## config.mk

```make
export PLATFORM = sky130hd
export DESIGN_NAME = fxp_mul_seq
export DESIGN_NICKNAME = d
export VERILOG_FILES = /design/src/rtl/fxp_pkg.sv /design/src/rtl/fxp_mul_seq.sv
export SDC_FILE = /design/constraint.sdc
export NUM_CORES = 1
export LEC_CHECK = 0
export ABC_AREA = 0
export CELL_PAD_IN_SITES_DETAIL_PLACEMENT = 1
export CELL_PAD_IN_SITES_GLOBAL_PLACEMENT = 1
export CORE_MARGIN = 2
export CORE_UTILIZATION = 35
export DETAILED_ROUTE_END_ITERATION = 8
export PLACE_DENSITY_LB_ADDON = 0.05
export SLEW_MARGIN = 20
export SYNTH_ARGS = -nofsm -noshare
export SYNTH_HDL_FRONTEND = slang
export SYNTH_SLANG_ARGS = --single-unit
```

## constraint.sdc

```tcl
create_clock -name clk -period 2.7 [get_ports clk]
set_input_delay 0.54 -clock clk [delete_from_list [all_inputs] [get_ports clk]]
set_output_delay 0.54 -clock clk [all_outputs]
set_load 0.1 [all_outputs]
```

## src/rtl/fxp_pkg.sv

```systemverilog
// fxp_pkg: default fixed-point widths and FSM states shared by the divider and multiplier blocks.
package fxp_pkg;
  localparam int Q_I_W_DEF = 4;
  localparam int Q_F_W_DEF = 8;
  localparam int B_W_DEF   = 9;
  typedef enum logic [1:0] {IDLE, RUN, DONE} state_t;
endpackage

```

## src/rtl/fxp_mul_seq.sv

```systemverilog
// fxp_mul_seq: sequential shift-add multiply of fixed-point q by integer b, o = (q*b) >> Q_F_W.
// Define FXP_MUL_ROUND_EN to round half up instead of truncating.
module fxp_mul_seq
  import fxp_pkg::*;
#(
  parameter int Q_I_W = Q_I_W_DEF,
  parameter int Q_F_W = Q_F_W_DEF,
  parameter int B_W   = B_W_DEF
) (
  input  logic                 clk,
  input  logic                 rst_n,
  input  logic                 in_valid,
  output logic                 in_ready,
  input  logic [Q_I_W+Q_F_W-1:0] q,
  input  logic [B_W-1:0]       b,
  output logic                 out_valid,
  input  logic                 out_ready,
  output logic [Q_I_W+B_W-1:0] o
);
  localparam int Q_W = Q_I_W + Q_F_W;
  localparam int P_W = Q_W + B_W;
  localparam int O_W = Q_I_W + B_W;
  localparam int C_W = $clog2(B_W + 1);
  state_t         state;
  logic [P_W-1:0] mc, acc, acc_nxt, res;
  logic [B_W-1:0] mr;
  logic [C_W-1:0] cnt;
  logic           last;
  assign acc_nxt   = mr[0] ? acc + mc : acc;
  assign last      = cnt == C_W'(B_W - 1);
  assign in_ready  = state == IDLE;
  assign out_valid = state == DONE;
`ifdef FXP_MUL_ROUND_EN
  localparam logic [P_W-1:0] HALF = P_W'(1) << (Q_F_W - 1);
  assign res = acc_nxt + HALF;
`else
  assign res = acc_nxt;
`endif
  // The final iteration writes o straight from the next accumulator value, so DONE follows the B_W-th RUN cycle.
  always_ff @(posedge clk or negedge rst_n) begin
    if (!rst_n) begin
      state <= IDLE;
      mc    <= '0;
      mr    <= '0;
      acc   <= '0;
      cnt   <= '0;
      o     <= '0;
    end else begin
      case (state)
        IDLE: if (in_valid) begin
          mc    <= P_W'(q);
          mr    <= b;
          acc   <= '0;
          cnt   <= '0;
          state <= RUN;
        end
        RUN: begin
          acc <= acc_nxt;
          mc  <= mc << 1;
          mr  <= mr >> 1;
          cnt <= cnt + 1'b1;
          if (last) begin
            o     <= res[P_W-1:Q_F_W];
            state <= DONE;
          end
        end
        DONE: if (out_ready) state <= IDLE;
        default: state <= IDLE;
      endcase
    end
  end
endmodule

```

## Word-level counts from Yosys, hierarchy flattened

Index checks and enable logic that the tools add are counted.

| storage, ports and cells | value |
|---|---|
| flip-flop bits (word level) | 70 |
| bits of input ports | 25 |
| output and inout bits | 15 |
| word-level logic and storage cells | 35 |

| cells by class | value |
|---|---|
| $add $sub $neg | 2 |
| equal/unequal tests | 7 |
| muxes and demuxes | 13 |
| reductions and logical operators | 6 |

Operator list:

| kind | count |
|---|---|
| 21-bit case mux with 2 select lines | 2 |
| 21-bit 2-to-1 mux | 3 |
| 21-bit adder | 1 |
| 9-bit case mux with 2 select lines | 1 |
| 9-bit 2-to-1 mux | 1 |
| 4-bit case mux with 2 select lines | 1 |
| 2-bit 2-to-1 mux | 3 |
| 2-bit inequality test (second input constant) | 3 |
| 2-bit case mux with 3 select lines | 1 |
| 3-bit AND reduction | 2 |
| 4-bit by 1-bit adder with 4-bit output (second input constant) | 1 |
| 4-bit equality test (second input constant) | 1 |
| 4-bit 2-to-1 mux | 1 |
| 2-bit AND reduction | 2 |
| 2-bit by 1-bit equality test with 1-bit output (second input constant) | 1 |
| 2-bit equality test (second input constant) | 1 |
| 2-bit zero test | 1 |
| 2-bit by 1-bit inequality test with 1-bit output (second input constant) | 1 |
| 2-bit nonzero test | 1 |

## Depth between registers and ports, before layout

| depth | value |
|---|---|
| depth in word-level cells | 3 |
| gate-level depth with buffers | 10 |
| gate-level depth less buffers | 10 |

## Least setup slack after synthesis

OpenSTA, ideal clock, no wires.

| timing path | value |
|---|---|
| kind | register -> output |
| start point | reg state[0] |
| end point | out in_ready |
| data arrival time | 2.032 ns |
| required time | 2.160 ns |
| path slack | 0.128 ns |
| cell stages (with the launch flop) | 4 |
| buffers on the path | 2 |
| cell sequence | dfrtp_1 clkbuf_1 clkbuf_1 nor2_1 |

| between the ends | value |
|---|---|
| cells in the longest elaborated chain, start to end | 1 |

Ends and longest elaborated chain:

| item | line | RTL |
|---|---|---|
| start, declared | fxp_mul_seq.sv:24 | `state_t state;` |
| start signal, assigned | fxp_mul_seq.sv:42 | `state <= IDLE;` |
| start signal, assigned | fxp_mul_seq.sv:55 | `state <= RUN;` |
| start signal, assigned | fxp_mul_seq.sv:64 | `state <= DONE;` |
| 2-bit zero test | fxp_mul_seq.sv:31 | `assign in_ready = state == IDLE;` |
| end, declared | fxp_mul_seq.sv:13 | `output logic in_ready,` |

Every way passes these cells.

## Worst setup path in the final report

| timing path | value |
|---|---|
| start point | reg mc[7] |
| end point | reg o[12] |

| between the ends | value |
|---|---|
| cells in the longest elaborated chain, start to end | 2 |

Ends and longest elaborated chain:

| item | line | RTL |
|---|---|---|
| start, declared | fxp_mul_seq.sv:25 | `logic [P_W-1:0] mc, acc, acc_nxt, res;` |
| start signal, assigned | fxp_mul_seq.sv:51 | `mc <= P_W'(q);` |
| start signal, assigned | fxp_mul_seq.sv:59 | `mc <= mc << 1;` |
| 21-bit adder | fxp_mul_seq.sv:29 | `assign acc_nxt = mr[0] ? acc + mc : acc;` |
| 21-bit 2-to-1 mux | fxp_mul_seq.sv:29 |  |
| end signal, assigned | fxp_mul_seq.sv:63 | `o <= res[P_W-1:Q_F_W];` |
| end, declared | fxp_mul_seq.sv:18 | `output logic [Q_I_W+B_W-1:0] o` |

Every way passes these cells. The select of a mux whose other input is x is not followed.
A chain may end at the register's enable or synchronous reset.

==> qor.txt <==
Reg power frac: 29.8%
Vias in the first global route: 3,867
Post-synth top area share: 40.9%
Site Rows: 40
Max IR drop VDD: 0.000370 V
WP data required: 2950 ps
Maxcap violations: 0
Top post-synthesis cells by area: dfrtp_1 (41%), ha_1 (6.4%), o21ai_0 (5.4%)
Mux cell area share after synthesis: 2.13%
Worst Tran Pin Value: 685 ps
Skew-Pair Late Insertion Delay: 340 ps
Commonest cells post-synth: dfrtp_1 (70), o21ai_0 (46), a21oi_1 (44), nand2_1 (44), nor2b_1 (24)
Final Hold Vio Count: 0
RD Place Congestion: 0.842
I/O pin cnt: 40
Number of endpoints failing setup at the final stage: 0
YS warnings: 0
Synth Area in XOR/XNOR: 3.07%
Compound-gate portion of the synthesized area: 25.6%
Final net count: 553
Final core utilization: 43.2%
Clk network pwr share: 19.9%
Crit Path Class: reg2reg
CP endpoint kind: flop
Mapped Nets: 511
Number of flops mapped to enable cells by yosys: 0
Synth Area per Inst: 9.24 um2
N_diodes: 0
Sw power: 0.00270 W
GRT Residual Overflow: 0
# port buffers: 39
Post-layout instance area: 5160 um2
Detailed-route via count: 3,699
WL final: 12,200 um
Die Area: 13,100 um2
CTS root buffer: clkbuf_16
Fmax: 396 MHz
Die height: 115 um
Largest net degree at the start of global routing: 48
CTS tree: built
Drt wl/cell: 18.6 um
Simple-gate share of the synthesized area: 17.1%
Hold WC Path Type: in2async
Post-route DRC: 0
Post-Synth Adder-Cell Area: 6.90%
Leak: 2.38 nW
Max Clock Skew: 6.46 ps
Hold_buf cts: 0
First-pass GRT wire length: 20,400 um
Post-synthesis instance total: 463
CTS Buf Count: 9
Hold slack: 249 ps
Clock transition at path regs: 60 ps
Drt pass-1 iters: 4
Post-Syn Area: 4280 um2
Iter 0 DRT Violations: 121
Sequential fraction of the synthesis area: 40.9%
CTS H-tree depth: 3
CP Data Arrival Time: 2780 ps
Pwr per Cell Area: 1140 nW/um2
Clock period minus worst slack: 2520 ps
Post-placement cell area: 4860 um2
Logic pwr share: 50.3%
Fill cells: 1,379
Die width: 115 um
FFs w/ async S/R, synth: 100%
Top FF cell, synth: dfrtp_1
Max Slew Vio Count: 0
Slew HR: 54.4%
Final worst path period share: 93.5%
Vias per cell: 5.63
Critical Path Fanout Max: 6
Sw Share: 45.8%
Clock buffer depth: 2
Post-synth cell types: 55
Initial antenna violation count: 0
Hpwl dp: 8700 um
Layout cells sized above 1: 13.5%
Final antenna-violating net count: 0
Area leader, netlist: dfrtp_1
Largest family of logic cells by synthesized area: compound AO/OA/AOI/OAI gates
Top-count cell post-synth: dfrtp_1
Core area: 12,000 um2
Post-CTS Setup Inserts: 0
Clk sink count: 70
Synthesized flop and latch total: 70
Tot GR Track Use: 19.9%
Area grow syn2layout: 20.7%
Initial core utilization: 35.8%
CP Launch Type: flop
Int Power: 0.00320 W
Result of the run: completed
[power by group through the flow]
stage	clock [W]	combinational, W	sequential, W
after floorplan	0	0.00177	0.00217
after global placement	0	0.00291	0.00177
after detailed placement	0	0.00297	0.00178
after CTS	0.00121	0.00298	0.00177
after global routing	0.00125	0.00326	0.00183
final	0.00117	0.00297	0.00176
[sequential cells by signal, indices dropped and copies added, names as in the netlist]
| signal | flops |
|---|---|
| acc | 21 |
| mc | 21 |
| o | 13 |
| mr | 9 |
| cnt | 4 |
| state | 2 |
[worst paths after layout]
| kind | cells past startpoint | start | to | slack (ps) |
|---|---|---|---|---|
| max | 8 | mc[7] | o[12] | 180 |
| min | 1 | rst_n | o[8] | 250 |
| max reg2reg | 8 | mc[7] | o[12] | 180 |
| min reg2reg | 2 | o[1] | o[1] | 490 |
| max in group asynchronous | 2 | rst_n | mc[6] | 1870 |
| min in group clk | 2 | o[1] | o[1] | 490 |
[cell usage in the layout, fill, tap and decap left out, types with 16 or more instances in the layout]
master / instances
a21oi_1: 44
a22o_1: 16
a22oi_1: 17
buf_4: 36
clkdlybuf4s50_1: 23
dfrtp_1: 70
ha_1: 22
nand2_1: 44
nor2b_1: 23
o21ai_0: 45
[stage by stage]
| stage | total power (W) | cells | TNS (ps) | setup WS [ps] |
|---|---|---|---|---|
| after floorplan | 0.00394 | 463 | 0 | 128 |
| after global placement | 0.00468 | 641 | 0 | 60.0 |
| after detailed placement | 0.00475 | 641 | 0 | 27.4 |
| after CTS | 0.00596 | 657 | 0 | 11.6 |
| after global routing | 0.00634 | 657 | -0.118 | -0.118 |
| final | 0.00591 | 657 | 0 | 176 |
[logic make-up (layout without fill, tap and decap cells)]
| group | after synthesis | in the layout |
|---|---|---|
| xor gates and xnor gates | 15 | 15 |
| and+or+nand+nor | 139 | 139 |
| muxes | 9 | 9 |
| adders and majority gates | 23 | 23 |
| AOI/OAI and AO/OA | 169 | 169 |
| buffers and inverters | 38 | 85 |
| DFF | 70 | 70 |
[worst max-delay path, cell delays in order, from the launching register on]
cell and delay [ps]:
dfrtp_1 410, ha_1 410, a21oi_2 220, o211ai_1 220, or2b_1 280, o21a_1 190
or3_4 350, and4_4 200, o31ai_2 160
[final cells by class]
class | instances | area, um2 | area share [%]
Tap cell | 147 | 184 | 3.56
Clock buffer | 12 | 236 | 4.58
Sequential cell | 70 | 1750 | 33.9
Multi-Input combinational cell | 355 | 2370 | 46.0
Inverter | 8 | 30.0 | 0.582
Clock inverter | 4 | 47.5 | 0.921
Timing Repair Buffer | 61 | 541 | 10.5
[per-layer routing]
| layer | GRT usage [%] | up-vias | wire [um] |
|---|---|---|---|
| met5 | 0 | - | 0 |
| met4 | 6.59 | 0 | 161 |
| met3 | 2.54 | 13 | 270 |
| met2 | 34.0 | 44 | 6030 |
| met1 | 26.1 | 1868 | 5770 |
| li1 | - | 1774 | - |
[timing repair]
item                                    CTS  global route
endpoints found under the setup margin    1             4
resized for setup                         0             5
pin swaps                                 1             2
No activity file was read; power rests on OpenSTA's default activity.
==> edit 1, RTL diff (config.mk and constraints unchanged) <==
The option `FXP_MUL_ROUND_EN` is turned on by a define.
--- a/src/rtl/fxp_mul_seq.sv
+++ b/src/rtl/fxp_mul_seq.sv
@@ -2,2 +2,4 @@
 // Define FXP_MUL_ROUND_EN to round half up instead of truncating.
+`define FXP_MUL_ROUND_EN
+
 module fxp_mul_seq
Check against the original RTL: no difference found for any inputs over 10 cycles, from zero or initial values and one cycle with rst_n low; that may be too few to reach the edited logic, so the function may still have changed.
==> edit 1 against the unedited design <==
The flow now finishes with violations (negative setup slack); non-clock buffer count up 100; final area up 28%; synthesized area up 5.8%; highest routed layer unchanged; critical endpoint unchanged; setup slack worse by 0.55 ns; critical path type unchanged; sequential cell count unchanged; wire length up 23%; power up 42%; largest power group unchanged; clock power up 4%.
==> edit 1: results (changes against the unedited design) <==
Cells and area:
- The fraction of layout cells with a size suffix above 1 is 33.9% (was 13.5%).
- The fraction of cell area in non-clock buffers is 19.7% (was 10.5%).
- The flip-flop and latch count is 70 (unchanged).
- The clock-cell share of area was 4.56% (was 5.50%).
- The count of clock buffers in the final design is 11 (was 12).
- The filler cell count in the final layout was 1456 (was 1379).
- The number of combinational gates with multiple inputs came to 387 (was 355).
- The number of inverters outside the clock class in the layout is 12 (was 8).
- The count of placed standard cells in the final layout, fillers left out is 818 (was 657).

Run status:
- The checks that failed: negative setup slack.
- Result of the run: complete, but fails checks (was completed).

Synth:
- Most common library cells after synthesis: 70 x dfrtp_1, 47 x o21ai_0, 46 x nand2_1, 38 x a21oi_1, 29 x nor2b_1 (was 70 x dfrtp_1, 46 x o21ai_0, 44 x a21oi_1, 44 x nand2_1, 24 x nor2b_1).
- The share of the synthesized netlist area taken by xor and xnor gates was 2.71% (was 3.07%).
- The multiplexer fraction of the synthesized cell area is 1.63% (was 2.13%).
- Cell types occupying the most area after synthesis: dfrtp_1 39%, ha_1 6.4%, o21ai_0 5.2% (was dfrtp_1 41%, ha_1 6.4%, o21ai_0 5.4%).
- The net count after synthesis is 546 (was 511).
- The share of the synthesized area in compound gates (AO/OA/AOI/OAI) is 28.9% (was 25.6%).

Power:
- The power density relative to cell area was 1270 mW/mm^2 (was 1140 mW/mm^2).
- The worst supply voltage drop on vdd was 404 uV (was 370 uV).
- The switching portion of total power is 46.3% (was 45.8%).

Timing:
- The least setup slack across all paths after layout is -0.373 ns (was 0.176 ns).
- The setup-violating endpoint count in the final report is 12 (was 0).

Routing:
- The total iterations of the first detailed-routing run was 7 (was 4).
- The total length of routed met2 wires is 7710 um (was 6030 um).

Worst setup path:
- The worst stage delay on the critical path is 0.38 ns (was 0.41 ns).
- The depth of the worst register-to-register path was 13 (was 8).
- The startpoint of the worst setup timing path is acc[0] (was mc[7]).

Clocking:
- The number of gates resized after cts is 22 (was 0).

Global routing:
- The number of global-route vias before repair is 4652 (was 3867).
- The global-route wire length before repair came to 24300 um (was 20400 um).
- The overall fraction of global-route tracks in use is 21.9% (was 19.9%).
- The fraction of met1 tracks used by global routing is 27.4% (was 26.1%).
- The met2 track demand over resource is 38.1% (was 34.0%).
- The pin count of the biggest net entering global routing is 38 (was 48).

Placement:
- The final HPWL from detailed placement is 10900 um (was 8700 um).
==> edit 1: changes by cell type after synthesis, sizes merged, moves of 5 or more <==
| cell | before | now |
|---|---|---|
| nand3 | 5 | 14 |
| a21oi | 48 | 41 |
| and3 | 14 | 7 |
| o21ai | 49 | 54 |
| a22o | 16 | 21 |
==> edit 1: stage by stage <==
| step | utilization (%) | setup WS (ns) | cell area, um^2 | hold slack, ns | TNS, ns |
|---|---|---|---|---|---|
| after global placement | 46.8 | -0.324 | 5910 | 0.460 | -2.35 |
| after CTS | 50.4 | -0.346 | 6360 | 0.187 | -2.11 |
| after detailed placement | 46.8 | -0.400 | 5910 | 0.469 | -3.06 |
| after floorplan | - | -0.148 | 4630 | 0.244 | -0.468 |
| final | 52.4 | -0.373 | 6610 | 0.162 | -2.54 |
| after global routing | 52.4 | -0.484 | 6610 | 0.206 | -4.49 |
==> edit 2, RTL diff (config.mk and constraints unchanged) <==
Made on the original files. Re-encode `state_t` (3 states) as one-hot, 3 bits wide.
--- a/src/rtl/fxp_pkg.sv
+++ b/src/rtl/fxp_pkg.sv
@@ -5,3 +5,3 @@
   localparam int B_W_DEF   = 9;
-  typedef enum logic [1:0] {IDLE, RUN, DONE} state_t;
+  typedef enum logic [2:0] {IDLE = 3'b001, RUN = 3'b010, DONE = 3'b100} state_t;
 endpackage
Check against the original RTL: same outputs for any inputs over 10 cycles, from zero or initial values and one cycle with rst_n low; not proved beyond that.
==> edit 2 against the unedited design <==
The flow now finishes with violations (design-rule violations); final area decreased by 1.4%; clock power grew 12%; clock skew is 0.0025 ns higher; setup slack worse by 0.027 ns; first-iteration DRC count shrank 36%; sequential cell count up 1; power down 1.3%; die area down 2.3%; hold slack got worse by 0.054 ns; synthesized area fell by 2.4%; count of clock-buffer cells in the layout shrank 2; wire length decreased by 8.5%.
==> edit 2: results (changes against the unedited design) <==
Cells and area:
- The fraction of cell area in non-clock buffers is 9.69% (was 10.5%).
- The filler cell count in the final layout was 1366 (was 1379).
- The count of clock buffers in the final design is 10 (was 12).
- The layout net count came to 559 (was 553).
- The number of inverters outside the clock class in the layout is 12 (was 8).
- The fraction of layout cells with a size suffix above 1 came to 14.0% (was 13.5%).
- The clock-cell share of area is 6.34% (was 5.50%).

Routing:
- The amount of wire on met3 after detailed routing came to 334 um (was 270 um).
- The violation count after the first detailed-route iteration came to 78 (was 121).
- The total number of vias was 3617 (was 3699).
- The number of design rule violations left after detail routing is 3 (was 0).
- The wire length on met1 is 5510 um (was 5770 um).

Run status:
- Result of the run: complete, but fails checks (was completed).
- The final reports fail on design-rule violations.

Global routing:
- The fraction of met1 tracks used by global routing is 25.4% (was 26.1%).
- The met3 track demand over resource in global routing was 3.00% (was 2.54%).

Placement:
- The number of placed cells counting well taps is 642 (was 641).
- The cell area after placement is 0.00476 mm^2 (was 0.00486 mm^2).
- The final estimated routing congestion in global placement is 0.834 (was 0.842).
- The worst slack at placement is 0.0662 ns (was 0.0274 ns).

Worst setup path:
- The slowest cell on the critical path is fa_1 (was dfrtp_1).
- The maximum fanout along the worst path was 4 (was 6).
- The worst stage delay on the critical path came to 0.39 ns (was 0.41 ns).
- The arrival time at the worst endpoint is 2.82 ns (was 2.78 ns).

Synth:
- Cell types occupying the most area after synthesis: dfrtp_1 42%, ha_1 6.6%, nand2_1 6.3% (was dfrtp_1 41%, ha_1 6.4%, o21ai_0 5.4%).
- The number of distinct library cell variants in the gate-level netlist after synthesis came to 56 (was 55).
- The flip-flop and latch count after synthesis is 71 (was 70).
- The net count after synthesis came to 518 (was 511).

Timing:
- The slew of the pin with the lowest slew margin was 0.787 ns (was 0.685 ns).

Power:
- The switching portion of total power came to 45.0% (was 45.8%).
- The leakage dissipation came to 2.33 nW (was 2.38 nW).
- The worst supply voltage drop on vdd is 326 uV (was 370 uV).
## edit 2: changes by cell type after synthesis, moves of 15 or more
| cell | change |
|---|---|
| nand2_1 | +26 |
| a31oi_1 | +15 |
| nor2b_1 | -22 |
| nor2_1 | +27 |
| nand3_1 | +22 |
| a22oi_1 | -17 |
| a21oi_1 | -17 |
## edit 2: kinds of logic after synthesis
group	Yosys count	synth area share [%]
muxes	6	1.50
and+or+nand+nor	174	19.0
DFF	71	42.6
adders and majority gates	23	7.07
AOI/OAI and AO/OA	140	22.8
xor gates and xnor gates	16	3.36
buffers and inverters	40	3.71
## edit 2: worst paths after layout
path,slack (ns),cells past startpoint,from,to
max,0.15,10,mc[0],o[10]
min,0.20,1,rst_n,acc[15]
max reg2reg,0.15,10,mc[0],o[10]
min reg2reg,0.49,1,o[5],o[5]
max in group asynchronous,1.83,2,rst_n,state[0]
min in group clk,0.49,1,o[5],o[5]
